[config.mk]
export PLATFORM = sky130hd
export DESIGN_NAME = ahb_lite_master
export DESIGN_NICKNAME = d
export VERILOG_FILES = /design/src/rtl/ahb_pkg.sv /design/src/rtl/ahb_lite_master.sv
export SDC_FILE = /design/constraint.sdc
export NUM_CORES = 1
export LEC_CHECK = 0
export ABC_AREA = 1
export CAP_MARGIN = 30
export CORE_MARGIN = 4
export CORE_UTILIZATION = 30
export CTS_BUF_LIST = sky130_fd_sc_hd__clkbuf_8
export DETAILED_ROUTE_END_ITERATION = 8
export PLACE_DENSITY_LB_ADDON = 0.2
export SLEW_MARGIN = 20
export SYNTH_ARGS = -nofsm -noshare
export SYNTH_HDL_FRONTEND = slang
export SYNTH_SLANG_ARGS = --single-unit
[constraint.sdc]
create_clock -name clk -period 1.8 [get_ports clk]
set_input_delay 0.36 -clock clk [delete_from_list [all_inputs] [get_ports clk]]
set_output_delay 0.36 -clock clk [all_outputs]
set_load 0.01 [all_outputs]
[src/rtl/ahb_pkg.sv]
// Shared AHB-Lite encodings (HTRANS, HBURST, HSIZE) and the arbiter transfer code.
package ahb_pkg;

    typedef enum logic [1:0] {
        HTRANS_IDLE   = 2'b00,
        HTRANS_BUSY   = 2'b01,
        HTRANS_NONSEQ = 2'b10,
        HTRANS_SEQ    = 2'b11
    } htrans_e;

    typedef enum logic [2:0] {
        HBURST_SINGLE = 3'b000,
        HBURST_INCR   = 3'b001,
        HBURST_WRAP4  = 3'b010,
        HBURST_INCR4  = 3'b011,
        HBURST_WRAP8  = 3'b100,
        HBURST_INCR8  = 3'b101,
        HBURST_WRAP16 = 3'b110,
        HBURST_INCR16 = 3'b111
    } hburst_e;

    localparam logic [2:0] HSIZE_WORD = 3'b010;

    typedef enum logic [1:0] {
        XFER_SINGLE     = 2'b00,
        XFER_INCR4      = 2'b01,
        XFER_INCR8      = 2'b10,
        XFER_SINGLE_ALT = 2'b11
    } xfer_e;

    function automatic hburst_e burst_of(input logic [1:0] code);
        case (code)
            XFER_INCR4: burst_of = HBURST_INCR4;
            XFER_INCR8: burst_of = HBURST_INCR8;
            default:    burst_of = HBURST_SINGLE;
        endcase
    endfunction

    // Index of the final beat, so a 3-bit counter covers INCR8.
    function automatic logic [2:0] last_beat_of(input logic [1:0] code);
        case (code)
            XFER_INCR4: last_beat_of = 3'd3;
            XFER_INCR8: last_beat_of = 3'd7;
            default:    last_beat_of = 3'd0;
        endcase
    endfunction

endpackage

[src/rtl/ahb_lite_master.sv]
// AHB-Lite master: single/INCR4/INCR8 word transfers, NONSEQ one cycle after request.
// Stalls on HREADY=0 with address/control held; ERROR cancels remaining beats.
module ahb_lite_master
    import ahb_pkg::*;
#(
    parameter logic [3:0] HPROT_VAL = 4'b0011
) (
    input  logic        clk,
    input  logic        rst,
    input  logic [31:0] addr,
    input  logic        write,
    input  logic [31:0] wdata,
    input  logic [2:0]  transfer,
    output logic [31:0] rdata,
    output logic        ready,
    output logic        err,
    output logic [1:0]  HTRANS,
    output logic [31:0] HADDR,
    output logic        HWRITE,
    output logic [2:0]  HSIZE,
    output logic [2:0]  HBURST,
    output logic [1:0]  HTRANS_BUS,
    output logic [3:0]  HPROT,
    output logic [31:0] HWDATA,
    input  logic        HREADY,
    input  logic [31:0] HRDATA,
    input  logic        HRESP
);

    typedef enum logic [2:0] {
        S_IDLE  = 3'd0,
        S_ADDR  = 3'd1,
        S_BURST = 3'd2,
        S_LAST  = 3'd3,
        S_ERR   = 3'd4
    } state_e;

    state_e      state_q, state_d;
    logic [31:0] haddr_q, haddr_d;
    logic        hwrite_q, hwrite_d;
    hburst_e     hburst_q, hburst_d;
    logic [2:0]  last_q, last_d;
    logic [2:0]  beat_q, beat_d;
    htrans_e     htrans_c;
    logic        data_phase_c;

    always_ff @(posedge clk or negedge rst) begin
        if (!rst) begin
            state_q  <= S_IDLE;
            haddr_q  <= 32'd0;
            hwrite_q <= 1'b0;
            hburst_q <= HBURST_SINGLE;
            last_q   <= 3'd0;
            beat_q   <= 3'd0;
        end else begin
            state_q  <= state_d;
            haddr_q  <= haddr_d;
            hwrite_q <= hwrite_d;
            hburst_q <= hburst_d;
            last_q   <= last_d;
            beat_q   <= beat_d;
        end
    end

    always_comb begin
        state_d      = state_q;
        haddr_d      = haddr_q;
        hwrite_d     = hwrite_q;
        hburst_d     = hburst_q;
        last_d       = last_q;
        beat_d       = beat_q;
        htrans_c     = HTRANS_IDLE;
        data_phase_c = 1'b0;
        case (state_q)
            S_IDLE: begin
                if (transfer[2]) begin
                    haddr_d  = addr;
                    hwrite_d = write;
                    hburst_d = burst_of(transfer[1:0]);
                    last_d   = last_beat_of(transfer[1:0]);
                    beat_d   = 3'd0;
                    state_d  = S_ADDR;
                end
            end
            S_ADDR: begin
                htrans_c = HTRANS_NONSEQ;
                if (HREADY) begin
                    beat_d = 3'd1;
                    if (last_q == 3'd0) begin
                        state_d = S_LAST;
                    end else begin
                        haddr_d = haddr_q + 32'd4;
                        state_d = S_BURST;
                    end
                end
            end
            S_BURST: begin
                htrans_c     = HTRANS_SEQ;
                data_phase_c = 1'b1;
                if (HREADY) begin
                    if (HRESP) begin
                        beat_d  = 3'd0;
                        state_d = S_IDLE;
                    end else if (beat_q == last_q) begin
                        state_d = S_LAST;
                    end else begin
                        beat_d  = beat_q + 3'd1;
                        haddr_d = haddr_q + 32'd4;
                    end
                end else if (HRESP) begin
                    // First cycle of a two-cycle ERROR: withdraw the pending SEQ.
                    state_d = S_ERR;
                end
            end
            S_LAST: begin
                data_phase_c = 1'b1;
                if (HREADY) begin
                    beat_d  = 3'd0;
                    state_d = S_IDLE;
                end else if (HRESP) begin
                    state_d = S_ERR;
                end
            end
            S_ERR: begin
                data_phase_c = 1'b1;
                if (HREADY) begin
                    beat_d  = 3'd0;
                    state_d = S_IDLE;
                end
            end
            default: begin
                state_d = S_IDLE;
            end
        endcase
    end

    assign ready      = data_phase_c & HREADY;
    assign err        = ready & HRESP;
    assign rdata      = HRDATA;
    assign HTRANS_BUS = htrans_c;
    assign HTRANS     = htrans_c;
    assign HADDR      = haddr_q;
    assign HWRITE     = hwrite_q;
    assign HBURST     = hburst_q;
    assign HSIZE      = HSIZE_WORD;
    assign HPROT      = HPROT_VAL;
    assign HWDATA     = (data_phase_c && hwrite_q) ? wdata : 32'd0;

endmodule

==> results.md <==
* Clock Sinks at 42
* Final Max Slew Viols at 0
* Placeable Area at 12100 um^2
* Port Buf Inserts at 145
* DR vias/cell at 4.34
* Flop2flop setup slack at 0.16 ns
* Max Fanout on Critical Path at 16
* # fillers at 1295
* P&R area growth vs syn at 46.4%
* Top-level I/O count at 217
* Setup TNS Final at -0.675 ns
* First-pass GRT wire length at 19700 um
* Synthesized cell area at 3720 um^2
* Final setup margin at -0.0546 ns
* Non-filler cells, final at 944
* Crit Path Category: reg -> out
* Skew final at 0.00661 ns
* Antenna violations before repair at 0
* Violated checks: hold timing, setup timing
* Vias post-DR at 4096
* Finished Cell Area at 5450 um^2
* Root buf cell: clkbuf_8
* Grt total ovfl at 0
* Async S/R FF share, synth at 100%
* Hold_buf cts at 0
* Largest net degree at the start of global routing at 33
* Critical path endpoint category: output port
* Worst r2r path cells at 12
* RSZ-0062 raised after global routing: yes
* Horiz. Die Dim at 119 um
* CTS H-tree depth at 2
* # DRC at 0
* Count of TritonRoute iterations in the first routing pass at 4
* Total of max-cap violations at 0
* Max VDD drop at 0.000767 V
* Hpwl dp at 9840 um
* #FFs+latches synth at 42
* Worst r2r src: state_q[1]$_DFFE_PN0P_
* Row Count at 40
* Layout cells sized above 1 at 18.4%
* Die Area at 14200 um^2
* Final Cycle Share at 103%
* DRT Wirelength at 12300 um
* PD cells at 1570 nW/um^2
* Clock slew at reported path FFs at 0.09 ns
* Vias in the first global route at 3957
* Worst Path Arrival at 1.49 ns
* Synth warn at 0
* Fmax at 539 MHz
* Post-synthesis instance total at 632
* CP Launch Type: flop
* DRT iter0 DRCs at 136
* Area after DPL at 5320 um^2
* CTS tree: done
* Endpoints failing setup at 32
* Die height at 119 um
* Sequential element share of the synthesized area at 28.3%
* Total CTS buffers at 5
* Hold Slack at -0.00654 ns
* Worst reg2reg path endpoint: HADDR[5]$_DFFE_PN0P_
* Min Tclk post-route at 1.85 ns
* Yosys cell types at 31
* Inserted Diodes at 0
* Syn Area/Cell at 5.89 um^2
* Max clock buf depth at 2
* Routed len/inst at 13.0 um
* Detail Route Antenna Nets at 0
* Synth Flop Type: dfrtp_1
* Final hold violations at 3
* EDFF count, synth at 0
* Worst min path class: in -> async
* Leakage at 2.79 nW
* Clk_lat worst skew at 0.31 ns
* CP Data Required Time at 1.44 ns
* GRT Total Usage at 16.8%
* Initial Utilization at 30.8%
* Fin nets at 883
* Placed cells at 931
* DP Worst Slack at -0.206 ns
* Status: finished with violations
* GPL Wtd Cong at 0.895
==> sequential cells by signal, summed over array words and instances, names as in the netlist <==
register	count
state_q	3
HADDR	32
HBURST	3
beat_q	3
HWRITE	1
==> synthesized netlist by cell type, types with 4 or more instances <==
cell | n | area (um^2)
inv_1 | 77 | 289
nand4_1 | 4 | 25.0
o21ai_0 | 8 | 40.0
ha_1 | 4 | 50.1
buf_2 | 5 | 25.0
nand2_1 | 231 | 867
o21ai_1 | 7 | 35.0
mux2_2 | 4 | 45.0
buf_4 | 45 | 338
nand3_1 | 46 | 230
nor2_1 | 118 | 443
inv_2 | 4 | 15.0
dfrtp_1 | 42 | 1050
o21bai_1 | 4 | 30.0
==> layout make-up <==
cell class | count | area (um^2) | share of cell area, %
repair buffers | 187 | 1690 | 31.0
multi-input cells | 457 | 2070 | 38.0
clock buffers | 5 | 68.8 | 1.26
well taps | 168 | 210 | 3.86
clock inverters | 3 | 40.0 | 0.735
inverters | 82 | 317 | 5.81
flip-flops and latches | 42 | 1050 | 19.4
==> through the flow <==
step | power (mW) | utilization, %
final | 8.55 | 45.1
after global routing | 9.42 | 45.1
after CTS | 8.43 | 44.2
after detailed placement | 7.64 | 44.1
after global placement | 7.53 | 44.1
after floorplan | 5.21 | -
==> where the power goes <==
group / total [mW] / switching, mW / internal, mW
clock network: 0.773 / 0.364 / 0.409
logic: 5.75 / 3.06 / 2.69
registers: 2.03 / 0.603 / 1.42
==> how the worst max path moves through the flow <==
stage / from / endpoint / slack [ns]
floorplan: state_q[0]$_DFFE_PN0P_ / HWDATA[10] / 0.17
global placement: HREADY / err / -0.18
detailed placement: HRESP / err / -0.21
CTS: state_q[0]$_DFFE_PN0P_ / HWDATA[30] / -0.06
global route: state_q[0]$_DFFE_PN0P_ / HWDATA[23] / -0.11
finish: state_q[0]$_DFFE_PN0P_ / HWDATA[10] / -0.05
==> cells in the final DEF (no fill, tap or decap), drive strengths merged <==
cell	n
nor2	121
nand3	46
nand4	4
conb	7
xor2	1
a31o	1
bufinv	1
or2	2
inv	81
xnor2	1
ha	4
clkbuf	6
nand2	236
nor4	1
clkinvlp	1
nor3	3
buf	80
clkdlybuf4s50	106
dfrtp	42
o21ai	15
o211ai	1
mux2	4
clkinv	2
nand3b	3
a21oi	3
o21bai	4
==> cells by family after synthesis <==
kind of cell,share of synthesized area [%]
compound gates,3.67
xor+xnor,0.471
fa+ha+maj,1.35
buf+inv,19.2
flops,28.3
mux,1.21
other cells,0.202
simple gates,45.6
==> worst max-delay path, cell delays in order, from the launching register on <==
cell and delay (ns):
dfrtp_1 0.40, nor2_2 0.13, nand2_1 0.09, nand2_2 0.09, nand2_4 0.08, buf_16 0.16, nor2_1 0.10, buf_2 0.14
==> layer usage <==
metal,up-vias,wire length (um),global-route usage (%)
met4,0,206,4.37
met2,117,5950,29.5
met1,1812,5450,21.2
met5,-,0,0
met3,24,697,3.23
li1,2143,-,-
==> repair_timing <==
item | 4_1_cts | 5_1_grt
buffers inserted | 1 | 2
gates resized for setup | 167 | 32
cloned | 1 | 1
endpoints found under the hold margin | 0 | 0
setup endpoints to repair | 53 | 57
pin swaps | 2 | 4
Note: power is estimated with default switching activity, not from simulation.
